### config.mk
export PLATFORM = sky130hd
export DESIGN_NAME = fwd_hazard_unit
export DESIGN_NICKNAME = d
export VERILOG_FILES = /design/src/rtl/fwd_hazard_unit_pkg.sv /design/src/rtl/fwd_hazard_unit_stage_rec.sv /design/src/rtl/fwd_hazard_unit.sv
export SDC_FILE = /design/constraint.sdc
export NUM_CORES = 1
export LEC_CHECK = 0
export BUFFER_PORTS_ARGS = -buffer_cell sky130_fd_sc_hd__buf_2
export CORE_AREA = 3 3 66 80
export DETAILED_ROUTE_END_ITERATION = 16
export DIE_AREA = 0 0 69 83
export HOLD_SLACK_MARGIN = 0.02
export PLACE_DENSITY = 0.7
export SYNTH_ARGS = -nofsm -noshare
export SYNTH_HDL_FRONTEND = slang
export SYNTH_SLANG_ARGS = --single-unit
### constraint.sdc
create_clock -name clk -period 2.6 [get_ports clk]
set_input_delay 0.65 -clock clk [delete_from_list [all_inputs] [get_ports clk]]
set_output_delay 0.65 -clock clk [all_outputs]
set_load 0.05 [all_outputs]
### src/rtl/fwd_hazard_unit_pkg.sv
// Shared definitions for the forwarding/hazard controller: bypass selects and
// Tuse/Tnew constants (sized for the default 2-bit Tnew/Tuse fields).
package hazard_defs;

  typedef enum logic [1:0] {
    FWD_RF = 2'b00,
    FWD_M  = 2'b01,
    FWD_W  = 2'b10
  } fwd_sel_e;

  localparam logic [1:0] TUSE_NONE = 2'b11;
  localparam logic [1:0] TNEW_ALU  = 2'd1;
  localparam logic [1:0] TNEW_LOAD = 2'd2;

endpackage

### src/rtl/fwd_hazard_unit_stage_rec.sv
// One shadow pipeline record {v, we, wa, tnew}; optionally decrements the
// incoming tnew (saturating at 0) as the writer advances a stage.
module hazard_stage_rec
  import hazard_defs::*;
#(
  parameter int unsigned REG_AW = 5,
  parameter int unsigned TNEW_W = 2,
  parameter bit          DEC    = 1'b1
) (
  input  logic              clk,
  input  logic              rst_n,
  input  logic              i_v,
  input  logic              i_we,
  input  logic [REG_AW-1:0] i_wa,
  input  logic [TNEW_W-1:0] i_tnew,
  output logic              o_v,
  output logic              o_we,
  output logic [REG_AW-1:0] o_wa,
  output logic [TNEW_W-1:0] o_tnew
);

  logic              r_v;
  logic              r_we;
  logic [REG_AW-1:0] r_wa;
  logic [TNEW_W-1:0] r_tnew;
  logic [TNEW_W-1:0] w_tnew_nxt;

  always_comb begin
    w_tnew_nxt = i_tnew;
    if (DEC && (i_tnew != '0)) w_tnew_nxt = i_tnew - TNEW_W'(1);
  end

  always_ff @(posedge clk or negedge rst_n) begin
    if (!rst_n) begin
      r_v    <= 1'b0;
      r_we   <= 1'b0;
      r_wa   <= '0;
      r_tnew <= '0;
    end else begin
      r_v    <= i_v;
      r_we   <= i_we;
      r_wa   <= i_wa;
      r_tnew <= w_tnew_nxt;
    end
  end

  assign o_v    = r_v;
  assign o_we   = r_we;
  assign o_wa   = r_wa;
  assign o_tnew = r_tnew;

endmodule

### src/rtl/fwd_hazard_unit.sv
// Forwarding / stall controller for the 5-stage MIPS pipeline, driven from
// shadow E/M/W writer records plus a multiply/divide busy counter.
module fwd_hazard_unit
  import hazard_defs::*;
#(
  parameter int unsigned REG_AW   = 5,
  parameter int unsigned TNEW_W   = 2,
  parameter int unsigned MULT_LAT = 5,
  parameter int unsigned DIV_LAT  = 10,
  parameter int unsigned CNT_W    = 4
) (
  input  logic              clk,
  input  logic              reset,
  input  logic              d_valid,
  input  logic [REG_AW-1:0] d_rs,
  input  logic [REG_AW-1:0] d_rt,
  input  logic [TNEW_W-1:0] d_rs_tuse,
  input  logic [TNEW_W-1:0] d_rt_tuse,
  input  logic              d_we,
  input  logic [REG_AW-1:0] d_wa,
  input  logic [TNEW_W-1:0] d_tnew,
  input  logic              d_md_start,
  input  logic              d_md_div,
  input  logic              d_md_use,
  input  logic [REG_AW-1:0] e_rs,
  input  logic [REG_AW-1:0] e_rt,
  input  logic [REG_AW-1:0] m_rt,
  input  logic              flush_e,
  output logic              stall,
  output logic [1:0]        fwd_rs_d,
  output logic [1:0]        fwd_rt_d,
  output logic [1:0]        fwd_rs_e,
  output logic [1:0]        fwd_rt_e,
  output logic              fwd_rt_m,
  output logic              md_busy
);

  logic              w_e_v, w_e_we, w_m_v, w_m_we, w_w_v, w_w_we;
  logic [REG_AW-1:0] w_e_wa, w_m_wa, w_w_wa;
  logic [TNEW_W-1:0] w_e_tnew, w_m_tnew, w_w_tnew;
  logic              w_e_load, w_m_rdy, w_w_rdy;
  logic              w_tnew_stall, w_md_stall, w_stall, w_md_busy;
  logic              r_e_md_start, r_e_md_div;
  logic [CNT_W-1:0]  r_md_cnt;

  function automatic logic f_match(input logic v, input logic we,
                                   input logic [REG_AW-1:0] wa,
                                   input logic [REG_AW-1:0] r);
    return v & we & (wa == r) & (r != '0);
  endfunction

  // A matching M writer that is not ready shadows any older W value.
  function automatic fwd_sel_e f_fwd(input logic m_hit, input logic m_rdy,
                                     input logic w_hit, input logic w_rdy);
    if (m_hit)              return m_rdy ? FWD_M : FWD_RF;
    else if (w_hit && w_rdy) return FWD_W;
    else                     return FWD_RF;
  endfunction

  hazard_stage_rec #(.REG_AW(REG_AW), .TNEW_W(TNEW_W), .DEC(1'b0)) u_rec_e (
    .clk(clk), .rst_n(reset),
    .i_v(w_e_load), .i_we(d_we), .i_wa(d_wa), .i_tnew(d_tnew),
    .o_v(w_e_v), .o_we(w_e_we), .o_wa(w_e_wa), .o_tnew(w_e_tnew)
  );

  hazard_stage_rec #(.REG_AW(REG_AW), .TNEW_W(TNEW_W), .DEC(1'b1)) u_rec_m (
    .clk(clk), .rst_n(reset),
    .i_v(w_e_v), .i_we(w_e_we), .i_wa(w_e_wa), .i_tnew(w_e_tnew),
    .o_v(w_m_v), .o_we(w_m_we), .o_wa(w_m_wa), .o_tnew(w_m_tnew)
  );

  hazard_stage_rec #(.REG_AW(REG_AW), .TNEW_W(TNEW_W), .DEC(1'b1)) u_rec_w (
    .clk(clk), .rst_n(reset),
    .i_v(w_m_v), .i_we(w_m_we), .i_wa(w_m_wa), .i_tnew(w_m_tnew),
    .o_v(w_w_v), .o_we(w_w_we), .o_wa(w_w_wa), .o_tnew(w_w_tnew)
  );

  assign w_tnew_stall =
      (f_match(w_e_v, w_e_we, w_e_wa, d_rs) && (w_e_tnew > d_rs_tuse)) ||
      (f_match(w_m_v, w_m_we, w_m_wa, d_rs) && (w_m_tnew > d_rs_tuse)) ||
      (f_match(w_e_v, w_e_we, w_e_wa, d_rt) && (w_e_tnew > d_rt_tuse)) ||
      (f_match(w_m_v, w_m_we, w_m_wa, d_rt) && (w_m_tnew > d_rt_tuse));

  assign w_md_busy  = (r_md_cnt != '0);
  assign w_md_stall = d_md_use & (w_md_busy | r_e_md_start);
  assign w_stall    = d_valid & (w_tnew_stall | w_md_stall);
  assign w_e_load   = d_valid & ~w_stall & ~flush_e;

  // md_start is captured already qualified by the E load, so it implies E.v.
  always_ff @(posedge clk or negedge reset) begin
    if (!reset) begin
      r_e_md_start <= 1'b0;
      r_e_md_div   <= 1'b0;
      r_md_cnt     <= '0;
    end else begin
      r_e_md_start <= w_e_load & d_md_start;
      r_e_md_div   <= d_md_div;
      if (r_e_md_start)
        r_md_cnt <= r_e_md_div ? CNT_W'(DIV_LAT) : CNT_W'(MULT_LAT);
      else if (r_md_cnt != '0)
        r_md_cnt <= r_md_cnt - CNT_W'(1);
    end
  end

  assign w_m_rdy = (w_m_tnew == '0);
  assign w_w_rdy = (w_w_tnew == '0);

  assign stall    = w_stall;
  assign md_busy  = w_md_busy;
  assign fwd_rs_d = w_stall ? FWD_RF :
                    f_fwd(f_match(w_m_v, w_m_we, w_m_wa, d_rs), w_m_rdy,
                          f_match(w_w_v, w_w_we, w_w_wa, d_rs), w_w_rdy);
  assign fwd_rt_d = w_stall ? FWD_RF :
                    f_fwd(f_match(w_m_v, w_m_we, w_m_wa, d_rt), w_m_rdy,
                          f_match(w_w_v, w_w_we, w_w_wa, d_rt), w_w_rdy);
  assign fwd_rs_e = f_fwd(f_match(w_m_v, w_m_we, w_m_wa, e_rs), w_m_rdy,
                          f_match(w_w_v, w_w_we, w_w_wa, e_rs), w_w_rdy);
  assign fwd_rt_e = f_fwd(f_match(w_m_v, w_m_we, w_m_wa, e_rt), w_m_rdy,
                          f_match(w_w_v, w_w_we, w_w_wa, e_rt), w_w_rdy);
  assign fwd_rt_m = f_match(w_w_v, w_w_we, w_w_wa, m_rt);

endmodule
==> flow_metrics.py, run 1 <==
metrics = {
    "run_status": {
        "outcome": "finished with violations",
        "violations": "negative setup slack",
    },
    "sta": {
        "maxSlewViolCount": 0,
        "setup_violations": 5,
        "fin_crit_sh_pct": 116,
        "finalHoldViolations": 0,
        "rsz0062_at_grt": "yes",
        "min_period_ns": 3.01,
        "skew_ns": 0.00492,
        "fmax_ghz": 0.332,
        "relSlewSlack_pct": 52.3,
        "tightest_slew_ns": 0.716,
        "setup_ws_ns": -0.408,
    },
    "floorplan": {
        "rows": 27,
        "die_area_sq_um": 5730,
        "ioPinCount": 55,
        "die_x_um": 69,
        "core_sq_um": 4590,
        "start_util_pct": 44.0,
        "dieHeight_um": 83,
    },
    "setup_path": {
        "rr_startpoint": "u_rec_e.o_tnew[1]$_DFF_PN0_",
        "ff2ff_path_depth": 7,
        "rr_endpoint": "u_rec_e.o_v$_DFF_PN0_",
        "cp_slowest_cell": "or4_4",
        "crit_chain": "buf_6 > or4_4 > nor2_4 > nor4b_2 > a22o_1 > o21ai_4 > and3_4 > buf_8",
        "cp_data_required_time_ns": 1.95,
        "crit_path_start_kind": "input pin",
        "ff2ff_setup_slack_ns": 0.68,
        "cp_top_family": "simple AND/OR/NAND/NOR gates",
        "worstSetupPathType": "in2out",
        "cp-end-kind": "primary output",
        "cp_max_fo": 5,
        "crit_buf_inv": 2,
        "cp.arrival_ns": 2.36,
        "slowest_delay_ns": 0.54,
    },
    "yosys": {
        "synth_top_flop_cell": "dfrtp_1",
        "synth.area.top_cells": "dfrtp_1, xnor2_1, xor2_1, ha_1, nor3_1",
        "yosysWarnings": 0,
        "yosys.area.top_type": "dfrtp_1",
        "yosysTopAreaCellShare_pct": 40.8,
        "syn_nets": 256,
        "synth_seq_cells": 33,
        "synth_edf_count": 0,
        "synth_area_sq_um": 2020,
        "synth_common_cells": "dfrtp_1, xnor2_1, xor2_1",
        "synth_cell_types": 40,
        "synthArstFlopShare_pct": 100,
        "yosysSeqAreaShare_pct": 40.8,
        "avgSynthCellArea_sq_um": 10.0,
        "syn_inst": 202,
    },
    "routing": {
        "dr_total_vias": 1884,
        "drc": 0,
        "via_per_inst": 5.18,
        "drt-pass1-iter-count": 4,
        "finalWirelength_um": 5620,
        "drt_iter0_drc": 62,
        "wl_per_cell_um": 15.4,
        "ant_nets": 0,
    },
    "layout": {
        "area_delta_synth_final_pct": 54.1,
        "diodes": 0,
        "instances_no_fill": 364,
        "drive_gt1_share_pct": 46.1,
        "multi_input_area_sq_um": 1300,
        "seq_area_sq_um": 828,
        "nets": 359,
        "fillers": 363,
    },
    "pwr": {
        "finalPower_w": 0.00165,
        "ir_drop_uv": 409,
        "power_density_nw_per_um2": 528,
        "p_leak_nw": 1.41,
    },
    "hold_path": {
        "whs_endpoint": "u_rec_m.o_v$_DFF_PN0_",
        "hold_path.class": "reg2reg",
        "hp-start": "u_rec_e.o_v$_DFF_PN0_",
        "min_path_cells": 0,
    },
    "placement": {
        "place.detailed.instances": 354,
        "dp_hpwl_um": 4250,
        "port_buffers": 54,
        "place_congestion": 0.824,
    },
    "grt": {
        "grt_max_degree": 34,
        "grt_use_total_pct": 20.9,
        "antenna_found_initial": 0,
        "grt_overflow": 0,
        "grt_pass1_vias": 2030,
        "grt_pass1_wl_um": 9560,
    },
    "clock_network": {
        "cts_tree": "yes",
        "cts_root_buffer": "clkbuf_8",
        "cts_sinks": 33,
        "cts.path.max_buffers": 2,
        "htreeDepth": 2,
        "clkTransAtPathRegs_ns": 0.06,
        "cts_made_buffers": 5,
        "clock_latency_ns": 0.29,
    },
    "run": {
        "cap_violations": 0,
    },
}
how the worst max path moves through the flow:
stage                  from           to  slack (ns)  cells past startpoint
finish              d_rt[1]  fwd_rs_d[1]       -0.41                      8
global route        d_rt[4]        stall       -0.46                     10
CTS                 d_rt[1]  fwd_rt_d[0]       -0.38                      8
detailed placement  d_rt[2]  fwd_rt_d[1]       -0.54                      8
global placement    d_rt[2]  fwd_rt_d[1]       -0.50                      8
floorplan           e_rt[3]  fwd_rt_e[0]       -0.40                      3
cells in the final DEF, fill, tap and decap left out, types with 5 or more instances in the layout:
cell type / n
buf_4: 46
nor2_1: 7
nor3_1: 7
xnor2_1: 30
buf_2: 40
nand2_1: 6
buf_8: 5
dfrtp_1: 31
a21oi_1: 7
buf_6: 12
inv_1: 9
clkbuf_8: 6
nand4_1: 5
xor2_1: 19
ha_1: 8
flip-flops by register name, indices dropped and copies added (netlist names), 2 cells and up:
name and flops:
u_rec_w.o_wa 5, u_rec_w.o_tnew 2, u_rec_m.o_tnew 2, u_rec_m.o_wa 5, u_rec_e.o_wa 5, u_rec_e.o_tnew 2, r_md_cnt 4
final cells by class:
cell class,count,share of cell area (%)
inverter,11,1.57
multi-input combinational,151,41.6
clock inverter,1,0.963
timing repair buffer,103,24.2
tap,58,2.33
sequential,33,26.6
clock buffer,7,2.77
timing repair:
item,CTS,global route
buffers inserted,2,0
hold endpoints to repair,0,0
hold buffers,0,0
resized for setup,45,8
endpoints found under the setup margin,9,9
gates cloned,0,0
pin swaps,9,4
where the power goes:
group          internal, W  switching (W)  total [W]
logic             0.000281       0.000251   0.000532
clock network     0.000312       0.000186   0.000498
registers         0.000572      0.0000455   0.000617
kinds of logic (layout without fill, tap and decap cells):
| family | after synthesis | count (layout) | synth area share [%] |
|---|---|---|---|
| AO/OA/AOI/OAI | 22 | 22 | 7.17 |
| adder cells (fa/ha/maj) | 10 | 10 | 6.18 |
| flip-flops | 33 | 33 | 40.8 |
| XOR/XNOR | 52 | 52 | 22.5 |
| AND/OR/NAND/NOR | 67 | 67 | 20.0 |
| buffers and inverters | 18 | 122 | 3.34 |
through the flow:
stage	area (sq um)	hold WS, ns	setup slack [ns]	setup TNS [ns]	utilization [%]
floorplan	2090	0.352	-0.395	-1.48	-
global placement	2760	0.357	-0.503	-2.53	60.1
detailed placement	2760	0.359	-0.542	-2.72	60.1
CTS	3080	0.373	-0.384	-1.90	67.0
global route	3120	0.389	-0.459	-2.42	67.9
finish	3120	0.374	-0.408	-2.02	67.9
per-layer routing:
layer	global-route usage, %	wire length [um]
met2	38.2	3070
met4	8.70	127
met1	23.2	2140
met5	0	0
met3	4.24	279
(Power assumes the default switching activity.)
==> run 2: changes to the inputs <==
RECOVER_POWER = 100   (was unset)
==> flow_metrics.py, run 2 (synthesized netlist as in run 1, its figures left out) <==
metrics = {
    "clock_network": {
        "cts.path.max_buffers": 2,
        "hold_buffers": 0,
        "cts_root_buffer": "clkbuf_8",
        "cts_sinks": 33,
        "clkTransAtPathRegs_ns": 0.06,
        "htreeDepth": 2,
        "cts_tree": "yes",
        "clock_latency_ns": 0.29,
        "cts_made_buffers": 5,
    },
    "placement": {
        "dp_hpwl_um": 4250,
        "dp_slack_ns": -0.542,
        "place_congestion": 0.824,
        "port_buffers": 54,
    },
    "setup_path": {
        "rr_startpoint": "u_rec_e.o_tnew[1]$_DFF_PN0_",
        "cp_data_required_time_ns": 1.95,
        "ff2ff_setup_slack_ns": 0.69,
        "cp_max_fo": 5,
        "rr_endpoint": "u_rec_e.o_v$_DFF_PN0_",
        "cp.arrival_ns": 2.36,
        "worstSetupPathType": "in2out",
        "cp_slowest_cell": "or4_4",
        "ff2ff_path_depth": 7,
        "slowest_delay_ns": 0.54,
        "crit_buf_inv": 2,
        "cp-end-kind": "primary output",
        "cp_top_family": "simple AND/OR/NAND/NOR gates",
        "crit_path_start_kind": "input pin",
        "crit_chain": "buf_6 > or4_4 > nor2_4 > nor4b_2 > a22o_1 > o21ai_4 > and3_4 > buf_8",
    },
    "grt": {
        "grt_use_total_pct": 20.9,
        "grt_pass1_vias": 2030,
        "grt_overflow": 0,
        "grt_max_degree": 34,
        "antenna_found_initial": 0,
        "grt_pass1_wl_um": 9560,
    },
    "pwr": {
        "ir_drop_uv": 409,
        "power_density_nw_per_um2": 527,
        "comb_power_share_pct": 31.7,
        "p_clk_share_pct": 30.5,
        "p_seq_share_pct": 37.8,
        "p_switching_w": 0.000481,
        "p_leak_nw": 1.39,
        "internal_power_w": 0.00115,
        "sw_frac_of_total_pct": 29.5,
    },
    "routing": {
        "m1WireLength_um": 2170,
        "via_per_inst": 5.16,
        "drc": 0,
        "route.met3.wl_um": 254,
        "drt-pass1-iter-count": 4,
        "dr_wl_met2_um": 3060,
        "top_layer": "met4",
        "ant_nets": 0,
        "dr_total_vias": 1878,
        "finalWirelength_um": 5620,
        "wl_per_cell_um": 15.4,
        "drt_iter0_drc": 65,
    },
    "sta": {
        "tightest_slew_ns": 1.73,
        "tns_ns": -2.05,
        "setup_violations": 5,
        "setup_ws_ns": -0.411,
        "fin_crit_sh_pct": 116,
        "fmax_ghz": 0.332,
        "fin_hold_ws_ns": 0.372,
        "relSlewSlack_pct": -15.6,
        "min_period_ns": 3.01,
        "rsz0062_at_grt": "yes",
        "finalHoldViolations": 0,
        "skew_ns": 0.00498,
        "maxSlewViolCount": 34,
    },
    "floorplan": {
        "core_sq_um": 4590,
        "start_util_pct": 44.0,
        "ioPinCount": 55,
        "dieHeight_um": 83,
        "die_area_sq_um": 5730,
        "rows": 27,
        "die_x_um": 69,
    },
    "run_status": {
        "outcome": "finished with violations",
        "violations": "max-capacitance violations, max-slew violations, negative setup slack",
    },
    "layout": {
        "final_cell_mix": "buf_4, buf_2, dfrtp_1",
        "diodes": 0,
        "multi_input_area_sq_um": 1300,
        "fillers": 369,
        "area_delta_synth_final_pct": 52.8,
        "drive_gt1_share_pct": 43.5,
        "final_common_cell": "buf_4",
        "nets": 359,
        "seq_area_sq_um": 826,
    },
    "hold_path": {
        "min_path_cells": 0,
        "hp-start": "u_rec_e.o_v$_DFF_PN0_",
        "whs_endpoint": "u_rec_m.o_v$_DFF_PN0_",
        "hold_path.class": "reg2reg",
    },
    "run": {
        "cap_violations": 1,
    },
}
==> run 2: changes by cell type in the layout (fill, tap and decap cells not counted), sizes merged <==
cell / delta
buf: -9
clkbuf: +9
==> run 2: what timing repair did <==
item | 4_1_cts | 5_1_grt
buffers inserted | 2 | 0
endpoints found under the hold margin | 0 | 0
pin swaps | 9 | 4
resized for setup | 45 | 8
setup endpoints to repair | 9 | 9
==> run 2: how the worst max path moves through the flow <==
stage	end	cells past startpoint	start
6_report	fwd_rs_d[1]	8	d_rt[1]
5_1_grt	stall	10	d_rt[4]
4_1_cts	fwd_rt_d[0]	8	d_rt[1]
3_5_place_dp	fwd_rt_d[1]	8	d_rt[2]
3_3_place_gp	fwd_rt_d[1]	8	d_rt[2]
2_1_floorplan	fwd_rt_e[0]	3	e_rt[3]
==> run 2: metal layers <==
metal,up-vias,global-route usage (%)
met5,-,0
met4,0,8.70
met3,12,4.24
met2,57,38.2
met1,897,23.2
li1,912,-
==> run 2: worst reg2reg max path, cell delays in order, from the launching register on <==
cell and delay [ns]:
dfrtp_1 0.44, ha_4 0.24, and2b_2 0.18, o211ai_1 0.21
nor4b_2 0.09, a22o_1 0.25, or2_1 0.28, nor3b_2 0.15
==> run 2: power by group through the flow <==
stage	Sequential [W]	Combinational, W	Clock, W
2_1_floorplan	0.000613	0.000280	0
3_3_place_gp	0.000624	0.000483	0
3_5_place_dp	0.000626	0.000500	0
4_1_cts	0.000616	0.000525	0.000509
5_1_grt	0.000623	0.000574	0.000526
6_report	0.000616	0.000516	0.000497
==> run 2: layout make-up <==
type | instances | share of cell area (%)
clock buffer | 7 | 2.79
clock inverter | 1 | 0.971
inverter | 11 | 1.58
multi-input combinational | 151 | 41.9
sequential | 33 | 26.7
tap | 58 | 2.35
timing repair buffer | 103 | 23.7
==> run 2: stage by stage <==
step	util, %	instances	total power [W]	cell area [sq um]
floorplan	-	202	0.000893	2090
global placement	60.1	354	0.00111	2760
detailed placement	60.1	354	0.00113	2760
CTS	67.0	364	0.00165	3080
global route	67.3	364	0.00172	3090
finish	67.3	364	0.00163	3090
==> run 3: changes to the inputs <==
PLACE_DENSITY = unset   (was 0.7)
PLACE_DENSITY_LB_ADDON = 0.2   (was unset)
==> flow_metrics.py, run 3 (synthesized netlist as in run 1, its figures left out) <==
metrics = {
    "routing": {
        "drt-pass1-iter-count": 4,
        "wl_per_cell_um": 14.9,
        "ant_nets": 0,
        "finalWirelength_um": 5500,
        "via_per_inst": 5.02,
        "drc": 0,
        "drt_iter0_drc": 47,
        "dr_total_vias": 1846,
    },
    "setup_path": {
        "slowest_delay_ns": 0.54,
        "crit_chain": "buf_6 > or4_4 > nor2_4 > or4_1 > o211ai_1 > o21ai_4 > and3_4 > buf_8",
        "worstSetupPathType": "in2out",
        "cp-end-kind": "primary output",
        "cp_max_fo": 5,
        "crit_path_start_kind": "input pin",
        "cp.arrival_ns": 2.31,
        "cp_slowest_cell": "or4_4",
        "cp_data_required_time_ns": 1.95,
    },
    "sta": {
        "fin_crit_sh_pct": 114,
        "setup_violations": 7,
        "setup_ws_ns": -0.362,
        "min_period_ns": 2.96,
        "skew_ns": 0.00258,
        "finalHoldViolations": 0,
        "rsz0062_at_grt": "yes",
        "tns_ns": -1.80,
        "maxSlewViolCount": 34,
        "fmax_ghz": 0.338,
        "tightest_slew_ns": 1.76,
        "fin_hold_ws_ns": 0.382,
        "relSlewSlack_pct": -17.5,
    },
    "floorplan": {
        "rows": 27,
        "start_util_pct": 44.0,
        "dieHeight_um": 83,
        "die_x_um": 69,
        "die_area_sq_um": 5730,
        "core_sq_um": 4590,
        "ioPinCount": 55,
    },
    "placement": {
        "dp_hpwl_um": 4210,
        "place_congestion": 0.802,
        "dpl_cell_area_sq_um": 2790,
        "place.detailed.instances": 357,
        "port_buffers": 54,
    },
    "clock_network": {
        "htreeDepth": 2,
        "cts_sinks": 33,
        "clock_latency_ns": 0.28,
        "cts_root_buffer": "clkbuf_8",
        "cts_made_buffers": 5,
        "clkTransAtPathRegs_ns": 0.07,
        "cts.path.max_buffers": 2,
        "cts_tree": "yes",
    },
    "run": {
        "cap_violations": 1,
    },
    "layout": {
        "fillers": 368,
        "diodes": 0,
        "multi_input_area_sq_um": 1340,
        "area_delta_synth_final_pct": 57.7,
        "nets": 363,
        "fin_area_sq_um": 3190,
        "final_cell_mix": "buf_4, buf_2, dfrtp_1",
        "drive_gt1_share_pct": 47.1,
        "final_common_cell": "buf_4",
        "seq_area_sq_um": 826,
        "instances_no_fill": 368,
    },
    "grt": {
        "grt_max_degree": 34,
        "grt_pass1_wl_um": 8840,
        "grt_overflow": 0,
        "grt_use_total_pct": 19.0,
        "antenna_found_initial": 0,
        "grt_pass1_vias": 1952,
    },
    "run_status": {
        "outcome": "finished with violations",
        "violations": "max-capacitance violations, max-slew violations, negative setup slack",
    },
    "hold_path": {
        "hold_path.class": "reg2reg",
    },
    "pwr": {
        "ir_drop_uv": 442,
        "p_leak_nw": 1.45,
        "power_density_nw_per_um2": 519,
    },
}
==> run 3: metal layers <==
layer,up-vias,share of wire [%],track usage [%]
met1,868,41,21.7
met2,55,53,35.3
met5,-,0,0
met3,7,4.3,2.78
li1,916,-,-
met4,0,1.4,6.57
==> run 3: critical path, delay by kind of cell <==
kind | cells | cell delay, ns
and+or+nand+nor | 4 | 1.02
AOI/OAI and AO/OA | 2 | 0.41
buffers and inverters | 2 | 0.23
==> run 3: area by class of cell <==
cell class | instances | area share, %
clock inverter | 1 | 0.941
inverter | 11 | 1.61
multi-input combinational | 151 | 42.1
tap | 58 | 2.27
timing repair buffer | 107 | 24.5
clock buffer | 7 | 2.71
sequential | 33 | 25.9
==> run 3: timing repair <==
item / in CTS / in global routing
hold buffers: 0 / 0
buffers inserted: 2 / 1
pin swaps: 8 / 5
gates resized for setup: 39 / 26
endpoints found under the setup margin: 9 / 9
cloned: 0 / 0
==> run 3: worst paths after layout <==
check	slack, ns	end	startpoint	depth (start not counted)
worst max register to register	0.72	r_e_md_start$_DFF_PN0_	u_rec_m.o_tnew[1]$_DFF_PN0_	7
worst max-delay path	-0.36	fwd_rs_d[0]	d_rt[1]	8
max in group asynchronous	0.75	u_rec_w.o_wa[4]$_DFF_PN0_	reset	1
worst min register to register	0.38	u_rec_m.o_v$_DFF_PN0_	u_rec_e.o_v$_DFF_PN0_	0
min in group asynchronous	0.83	u_rec_m.o_tnew[1]$_DFF_PN0_	reset	1
worst min-delay path	0.38	u_rec_m.o_v$_DFF_PN0_	u_rec_e.o_v$_DFF_PN0_	0
==> run 3: report_power, final <==
group          internal (W)  switching [W]  leakage, nW  total, W
sequential         0.000571      0.0000438        0.399  0.000615
combinational      0.000292       0.000251        0.989  0.000543
clock              0.000312       0.000184       0.0585  0.000497
total               0.00118       0.000479         1.45   0.00165
==> run 3: stage by stage <==
step                total power, W  worst slack, ns  utilization, %
detailed placement         0.00114           -0.504            60.6
global placement           0.00112           -0.485            60.6
global route               0.00174           -0.427            69.4
floorplan                 0.000893           -0.395               -
CTS                        0.00165           -0.360            66.7
finish                     0.00165           -0.362            69.4
